===== src/rtl/note_sequencer_arb.sv =====
// rtl/note_sequencer_arb.sv - osc0 step sequencer merged with the SPI command stream (optional SEQ_LOOP_EN)
module note_sequencer_arb #(
   parameter int         TUNE_W   = 16,
   parameter int         DEPTH    = 16,
   parameter int         ADDR_W   = 4,
   parameter int         TIMER_W  = 24,
   parameter logic [7:0] CMD_TUNE = 8'h01,
   parameter logic [7:0] CMD_EN   = 8'h02
) (
   input  logic               clk,
   input  logic               rst_n,
   input  logic [7:0]         ext_cmd_word,
   input  logic [TUNE_W-1:0]  ext_data_word,
   input  logic               ext_cmd_valid,
   input  logic               pat_wr_en,
   input  logic [ADDR_W-1:0]  pat_wr_addr,
   input  logic [TUNE_W-1:0]  pat_wr_data,
   input  logic               seq_run,
   input  logic [ADDR_W-1:0]  seq_last,
   input  logic [TIMER_W-1:0] step_period,
   input  logic [TIMER_W-1:0] gate_len,
   output logic [7:0]         cmd_word,
   output logic [TUNE_W-1:0]  data_word,
   output logic               cmd_valid,
   output logic               seq_busy,
   output logic [ADDR_W-1:0]  seq_step,
   output logic               seq_done
);

   typedef enum logic [2:0] {
      S_IDLE, S_FETCH, S_ISSUE_TUNE, S_ISSUE_ON, S_HOLD, S_ISSUE_OFF, S_WAIT_END, S_STOP_OFF
   } state_t;

   logic [TUNE_W-1:0]  pat_q [DEPTH];
   state_t             state_q;
   logic [TIMER_W-1:0] timer_q, period_q, gate_q;
   logic [ADDR_W-1:0]  step_q, last_q;
   logic [TUNE_W-1:0]  entry_q;
   logic               note_on_q, held_q, busy_q, done_q;
   logic [7:0]         cmd_q;
   logic [TUNE_W-1:0]  data_q;
   logic               valid_q;

   logic               seq_req, seq_fire, abort, step_end, end_hit, timer_run;
   logic [7:0]         seq_cmd;
   logic [TUNE_W-1:0]  seq_data;
   logic [TIMER_W-1:0] period_in;
   logic [ADDR_W-1:0]  last_in;

   assign period_in = (step_period == '0) ? TIMER_W'(1) : step_period;
   assign last_in   = ({1'b0, seq_last} >= (ADDR_W+1)'(DEPTH)) ? ADDR_W'(DEPTH-1) : seq_last;
   assign step_end  = (timer_q >= period_q - TIMER_W'(1));

   // Sequencer command request, grant (external stream wins) and step-end detection
   always_comb begin
      seq_req  = 1'b0;
      seq_cmd  = CMD_EN;
      seq_data = '0;
      case (state_q)
         S_ISSUE_TUNE: begin
            seq_req  = 1'b1;
            seq_cmd  = CMD_TUNE;
            seq_data = entry_q;
         end
         S_ISSUE_ON: begin
            seq_req  = 1'b1;
            seq_data = TUNE_W'(1);
         end
         S_ISSUE_OFF, S_STOP_OFF: seq_req = 1'b1;
         default: ;
      endcase
      // STOP_OFF is itself the abort path, so it must still complete with seq_run low
      abort     = !seq_run && (state_q != S_IDLE) && (state_q != S_STOP_OFF);
      seq_fire  = seq_req && !ext_cmd_valid && !abort;
      // the step clock freezes while a command waits for the decoder input
      timer_run = (state_q != S_IDLE) && !(seq_req && !seq_fire);
      end_hit   = ((state_q == S_HOLD) && !((gate_q < period_q) && (timer_q >= gate_q)) && step_end) ||
                  ((state_q == S_WAIT_END) && step_end);
   end

   // Pattern memory: writes land next cycle, cleared on reset
   always_ff @(posedge clk or negedge rst_n) begin
      if (!rst_n) begin
         for (int i = 0; i < DEPTH; i++) pat_q[i] <= '0;
      end else if (pat_wr_en) begin
         pat_q[pat_wr_addr] <= pat_wr_data;
      end
   end

   // Registered decoder-side command port
   always_ff @(posedge clk or negedge rst_n) begin
      if (!rst_n) begin
         cmd_q   <= '0;
         data_q  <= '0;
         valid_q <= 1'b0;
      end else if (ext_cmd_valid) begin
         cmd_q   <= ext_cmd_word;
         data_q  <= ext_data_word;
         valid_q <= 1'b1;
      end else if (seq_fire) begin
         cmd_q   <= seq_cmd;
         data_q  <= seq_data;
         valid_q <= 1'b1;
      end else begin
         valid_q <= 1'b0;
      end
   end

   // Sequencer FSM with step timer, note state and status outputs
   always_ff @(posedge clk or negedge rst_n) begin
      if (!rst_n) begin
         state_q   <= S_IDLE;
         timer_q   <= '0;
         period_q  <= '0;
         gate_q    <= '0;
         step_q    <= '0;
         last_q    <= '0;
         entry_q   <= '0;
         note_on_q <= 1'b0;
         held_q    <= 1'b0;
         busy_q    <= 1'b0;
         done_q    <= 1'b0;
      end else begin
         done_q <= 1'b0;
         // a finished one-shot pass stays parked until seq_run is released
         if (!seq_run) held_q <= 1'b0;
         if (timer_run) timer_q <= timer_q + TIMER_W'(1);
         if (abort) begin
            state_q <= note_on_q ? S_STOP_OFF : S_IDLE;
            busy_q  <= note_on_q;
         end else if (end_hit) begin
            timer_q <= '0;
            if (step_q == last_q) begin
               done_q <= 1'b1;
`ifdef SEQ_LOOP_EN
               step_q  <= '0;
               state_q <= S_FETCH;
`else
               held_q <= 1'b1;
               if (note_on_q) begin
                  state_q <= S_STOP_OFF;
               end else begin
                  state_q <= S_IDLE;
                  busy_q  <= 1'b0;
               end
`endif
            end else begin
               step_q  <= step_q + ADDR_W'(1);
               state_q <= S_FETCH;
            end
         end else begin
            case (state_q)
               S_IDLE: if (seq_run && !held_q) begin
                  state_q <= S_FETCH;
                  step_q  <= '0;
                  timer_q <= '0;
                  busy_q  <= 1'b1;
               end
               S_FETCH: begin
                  entry_q  <= pat_q[step_q];
                  period_q <= period_in;
                  gate_q   <= gate_len;
                  last_q   <= last_in;
                  if ((pat_q[step_q] != '0) && (gate_len != '0)) state_q <= S_ISSUE_TUNE;
                  else if (note_on_q)                              state_q <= S_ISSUE_OFF;
                  else                                             state_q <= S_WAIT_END;
               end
               S_ISSUE_TUNE: if (seq_fire) state_q <= note_on_q ? S_HOLD : S_ISSUE_ON;
               S_ISSUE_ON: if (seq_fire) begin
                  note_on_q <= 1'b1;
                  state_q   <= S_HOLD;
               end
               S_HOLD: if ((gate_q < period_q) && (timer_q >= gate_q)) state_q <= S_ISSUE_OFF;
               S_ISSUE_OFF: if (seq_fire) begin
                  note_on_q <= 1'b0;
                  state_q   <= S_WAIT_END;
               end
               S_STOP_OFF: if (seq_fire) begin
                  note_on_q <= 1'b0;
                  state_q   <= S_IDLE;
                  busy_q    <= 1'b0;
               end
               default: ;
            endcase
         end
      end
   end

   assign cmd_word  = cmd_q;
   assign data_word = data_q;
   assign cmd_valid = valid_q;
   assign seq_busy  = busy_q;
   assign seq_step  = step_q;
   assign seq_done  = done_q;

endmodule


===== config.mk =====
export PLATFORM = sky130hd
export DESIGN_NAME = note_sequencer_arb
export DESIGN_NICKNAME = d
export VERILOG_FILES = /design/src/rtl/note_sequencer_arb.sv
export SDC_FILE = /design/constraint.sdc
export NUM_CORES = 1
export LEC_CHECK = 0
export CELL_PAD_IN_SITES_DETAIL_PLACEMENT = 1
export CELL_PAD_IN_SITES_GLOBAL_PLACEMENT = 1
export CORE_ASPECT_RATIO = 1.2
export CORE_MARGIN = 2
export CORE_UTILIZATION = 50
export CTS_BUF_LIST = sky130_fd_sc_hd__clkbuf_4 sky130_fd_sc_hd__clkbuf_8 sky130_fd_sc_hd__clkbuf_16
export CTS_CLUSTER_DIAMETER = 200
export DETAILED_ROUTE_END_ITERATION = 16
export HOLD_SLACK_MARGIN = 0.15
export PLACE_DENSITY = 0.89
export REMOVE_ABC_BUFFERS = 1
export SKIP_LAST_GASP = 1
export SYNTH_ARGS = -nofsm -noshare
export SYNTH_HDL_FRONTEND = slang
export SYNTH_SLANG_ARGS = --single-unit

===== constraint.sdc =====
create_clock -name clk -period 11.3 [get_ports clk]
set_clock_uncertainty 0.15 [all_clocks]
set_input_delay 1.695 -clock clk [delete_from_list [all_inputs] [get_ports clk]]
set_output_delay 1.695 -clock clk [all_outputs]
set_load 0.02 [all_outputs]

==> results.json <==
{
  "crit_cells": 16,
  "post-place-cells": 2088,
  "synth_area_leaders": "dfrtp_1 (50%), mux2_2 (16%), mux4_2 (5.2%)",
  "p_leak_nw": 9.49,
  "num_rows": 78,
  "p_per_area_nw_per_um2": 221,
  "first_pass_iters": 8,
  "power.share.clock_pct": 30.0,
  "layout.cells.non_filler": 2165,
  "synth_warnings": 0,
  "finalCriticalPeriod_ns": 5.50,
  "cts_buffer_depth": 3,
  "clock.fmax_mhz": 182,
  "htreeDepth": 2,
  "critPathMaxStageDelay_ns": 0.58,
  "clkSinkCount": 384,
  "p_switching_mw": 1.65,
  "cp_num_buf_inv": 0,
  "crit_family": "simple AND/OR/NAND/NOR gates",
  "ys_types": 59,
  "avgSynthCellArea_sq_um": 12.3,
  "mostFrequentLayoutCell": "dfrtp_1",
  "setup_tns_ns": 0,
  "yosys-mux-area-fraction_pct": 24.2,
  "crit_required_ns": 11.58,
  "synthToLayoutAreaGrowth_pct": 17.0,
  "syn_area_sq_um": 19100,
  "synth-xor-area-share_pct": 2.07,
  "crit_path_top_delay_cell": "or4_1",
  "comb_power_share_pct": 28.0,
  "grtUsageTotal_pct": 29.9,
  "mostFrequentLayoutCells": "dfrtp_1 (382), mux2_2 (277), clkdlybuf4s50_1 (130)",
  "critPathKind": "reg2reg",
  "die_w_microns": 182,
  "synth_flop_cell": "dfrtp_1",
  "avgRoutedWirePerCell_microns": 27.0,
  "drtIter0Drc": 818,
  "synth-compound-area-share_pct": 7.88,
  "cap_viol_max_count": 0,
  "syn_inst": 1546,
  "grt_antenna_before_repair": 3,
  "outcome": "finished clean",
  "internal_power_mw": 3.28,
  "drc": 0,
  "yosys.area.top_type": "dfrtp_1",
  "place_hpwl_microns": 37700,
  "grt_pass1_vias": 15600,
  "path_clk_slew_ns": 0.06,
  "num_io_pins": 132,
  "core_region_area_sq_um": 37700,
  "grt-ovfl-total": 0,
  "synth_top_cell_area_share_pct": 50.4,
  "worstReg2RegStart": "period_q[2]",
  "grt_pass1_wl_microns": 90900,
  "rr_endpoint": "state_q[0]",
  "switching_share_pct": 33.4,
  "synthAdderAreaFrac_pct": 4.91,
  "fin_crit_sh_pct": 48.6,
  "path_cells": "nor4_1, nand2_1, nor4_1, nand2_1, or4_1, nor4_1, xnor2_1, ha_1, nand4_1, or4_1, a211o_1, o22ai_1, o2bb2ai_1, o221ai_1, a21oi_1, or3_1",
  "die_y_microns": 218,
  "drive_gt1_share_pct": 26.2,
  "ys_seq_area_share_pct": 50.4,
  "synth-edff-count": 0,
  "cts_resized": 0,
  "cp-end-kind": "flip-flop",
  "wl_microns": 58400,
  "initial_utilization_pct": 50.6,
  "worst_path_most_repeated_cell": "nor4_1",
  "endpoint": "state_q[0]",
  "synth-seq-cells": 384,
  "seqPwrFrac_pct": 41.9,
  "synth_top_family_by_area": "multiplexers",
  "cts_made_buffers": 41,
  "startpoint_type": "flip-flop",
  "gp_congestion": 0.904,
  "setup_viol": 0,
  "synth_simple_gate_area_share_pct": 7.00,
  "async_flop_share_pct": 100,
  "grt_max_degree": 95,
  "reg2reg_slack_ns": 5.80,
  "crit_start": "period_q[2]",
  "final_nets": 1826,
  "hold_violations": 0,
  "num_vias": 13800,
  "reg2reg_depth": 16,
  "rsz0062_at_grt": "false",
  "irDropWorstVdd_mv": 0.167,
  "die-area_sq_um": 39700,
  "report.final.slew_viol_count": 0,
  "cts_tree": "built",
  "fin_ws_ns": 5.80,
  "dpl_worst_slack_ns": 5.91,
  "whs_ns": 0.335,
  "relSlewSlack_pct": 9.55,
  "hp-class": "reg2reg",
  "antenna_left": 0,
  "worst_slew_pin_slew_ns": 1.36,
  "io_buffers": 131,
  "cp_max_fo": 8,
  "post_cts_buffers": 0,
  "power.total_mw": 4.92,
  "avgViaCountPerCell": 6.37,
  "hold_buffers": 0,
  "crit_arrival_ns": 5.77,
  "clk_latency_ns": 0.56,
  "min_from": "held_q",
  "cts_root_buf": "clkbuf_16"
}
## Yosys cell counts, drive strengths merged, types with 4 or more instances
master / count
nor2b: 7
a222oi: 15
dfrtp: 384
a21oi: 36
nand4: 18
nand3b: 4
a22oi: 12
mux2: 277
nand2: 93
mux4: 44
nand3: 23
o21ai: 87
a21o: 7
or4: 5
a22o: 7
nor3: 12
nor2: 53
ha: 74
nand2b: 7
buf: 18
or3: 8
clkbuf: 76
xor2: 8
mux2i: 50
a211oi: 5
inv: 77
a221oi: 28
nor4: 27
xnor2: 37
and3: 7
## stage by stage
| step | utilization [%] | instance area [sq um] |
|---|---|---|
| after floorplan | - | 18700 |
| after global placement | 55.3 | 20800 |
| after detailed placement | 55.3 | 20800 |
| after CTS | 59.2 | 22300 |
| after global routing | 59.2 | 22300 |
| final | 59.2 | 22300 |
## final cells by class
cell class / count / area [sq um]
inverters: 77 / 289
multi-input cells: 991 / 8820
clock buffers: 62 / 1250
flip-flops and latches: 384 / 9610
well taps: 480 / 601
repair buffers: 156 / 1500
diodes: 1 / 2.50
clock inverters: 14 / 230
fillers: 3736 / 15400
## worst min path at each step
stage / end / cells after the start
2_1_floorplan: held_q / 1
3_5_place_dp: held_q / 1
4_1_cts: held_q / 1
6_report: held_q / 1
5_1_grt: cmd_word[7] / 1
3_3_place_gp: data_word[14] / 2
## metal layers
metal  share of wire, %  vias to the layer above  GRT usage [%]
li1                   -                     5890              -
met1                 38                     7252           34.9
met2                 52                      480           54.3
met3                4.6                      166           4.28
met4                4.6                        2           14.1
met5              0.027                        -              0
## flip-flops by register name, summed over array words and instances (netlist names)
name / flops
entry_q: 16
gate_q: 24
cmd_word: 8
timer_q: 24
cmd_valid: 1
note_on_q: 1
seq_busy: 1
last_q: 4
state_q: 3
held_q: 1
seq_step: 4
period_q: 24
pat_q: 256
data_word: 16
seq_done: 1
## cells by family (layout without fill, tap and decap cells)
kind of cell,Yosys count,count (layout)
flip-flops,384,384
multiplexers,371,371
AND/OR/NAND/NOR,274,274
AO/OA/AOI/OAI,226,226
buffers and inverters,171,309
adder cells (fa/ha/maj),75,75
XOR/XNOR,45,45
other,0,1
## power groups by stage
stage	Combinational, mW	Clock, mW	Sequential [mW]
final	1.38	1.48	2.06
after global routing	1.52	1.55	2.10
after CTS	1.38	1.49	2.05
after detailed placement	1.33	0	2.06
after global placement	1.23	0	2.01
after floorplan	0.883	0	1.97
No activity file was read; power rests on OpenSTA's default activity.
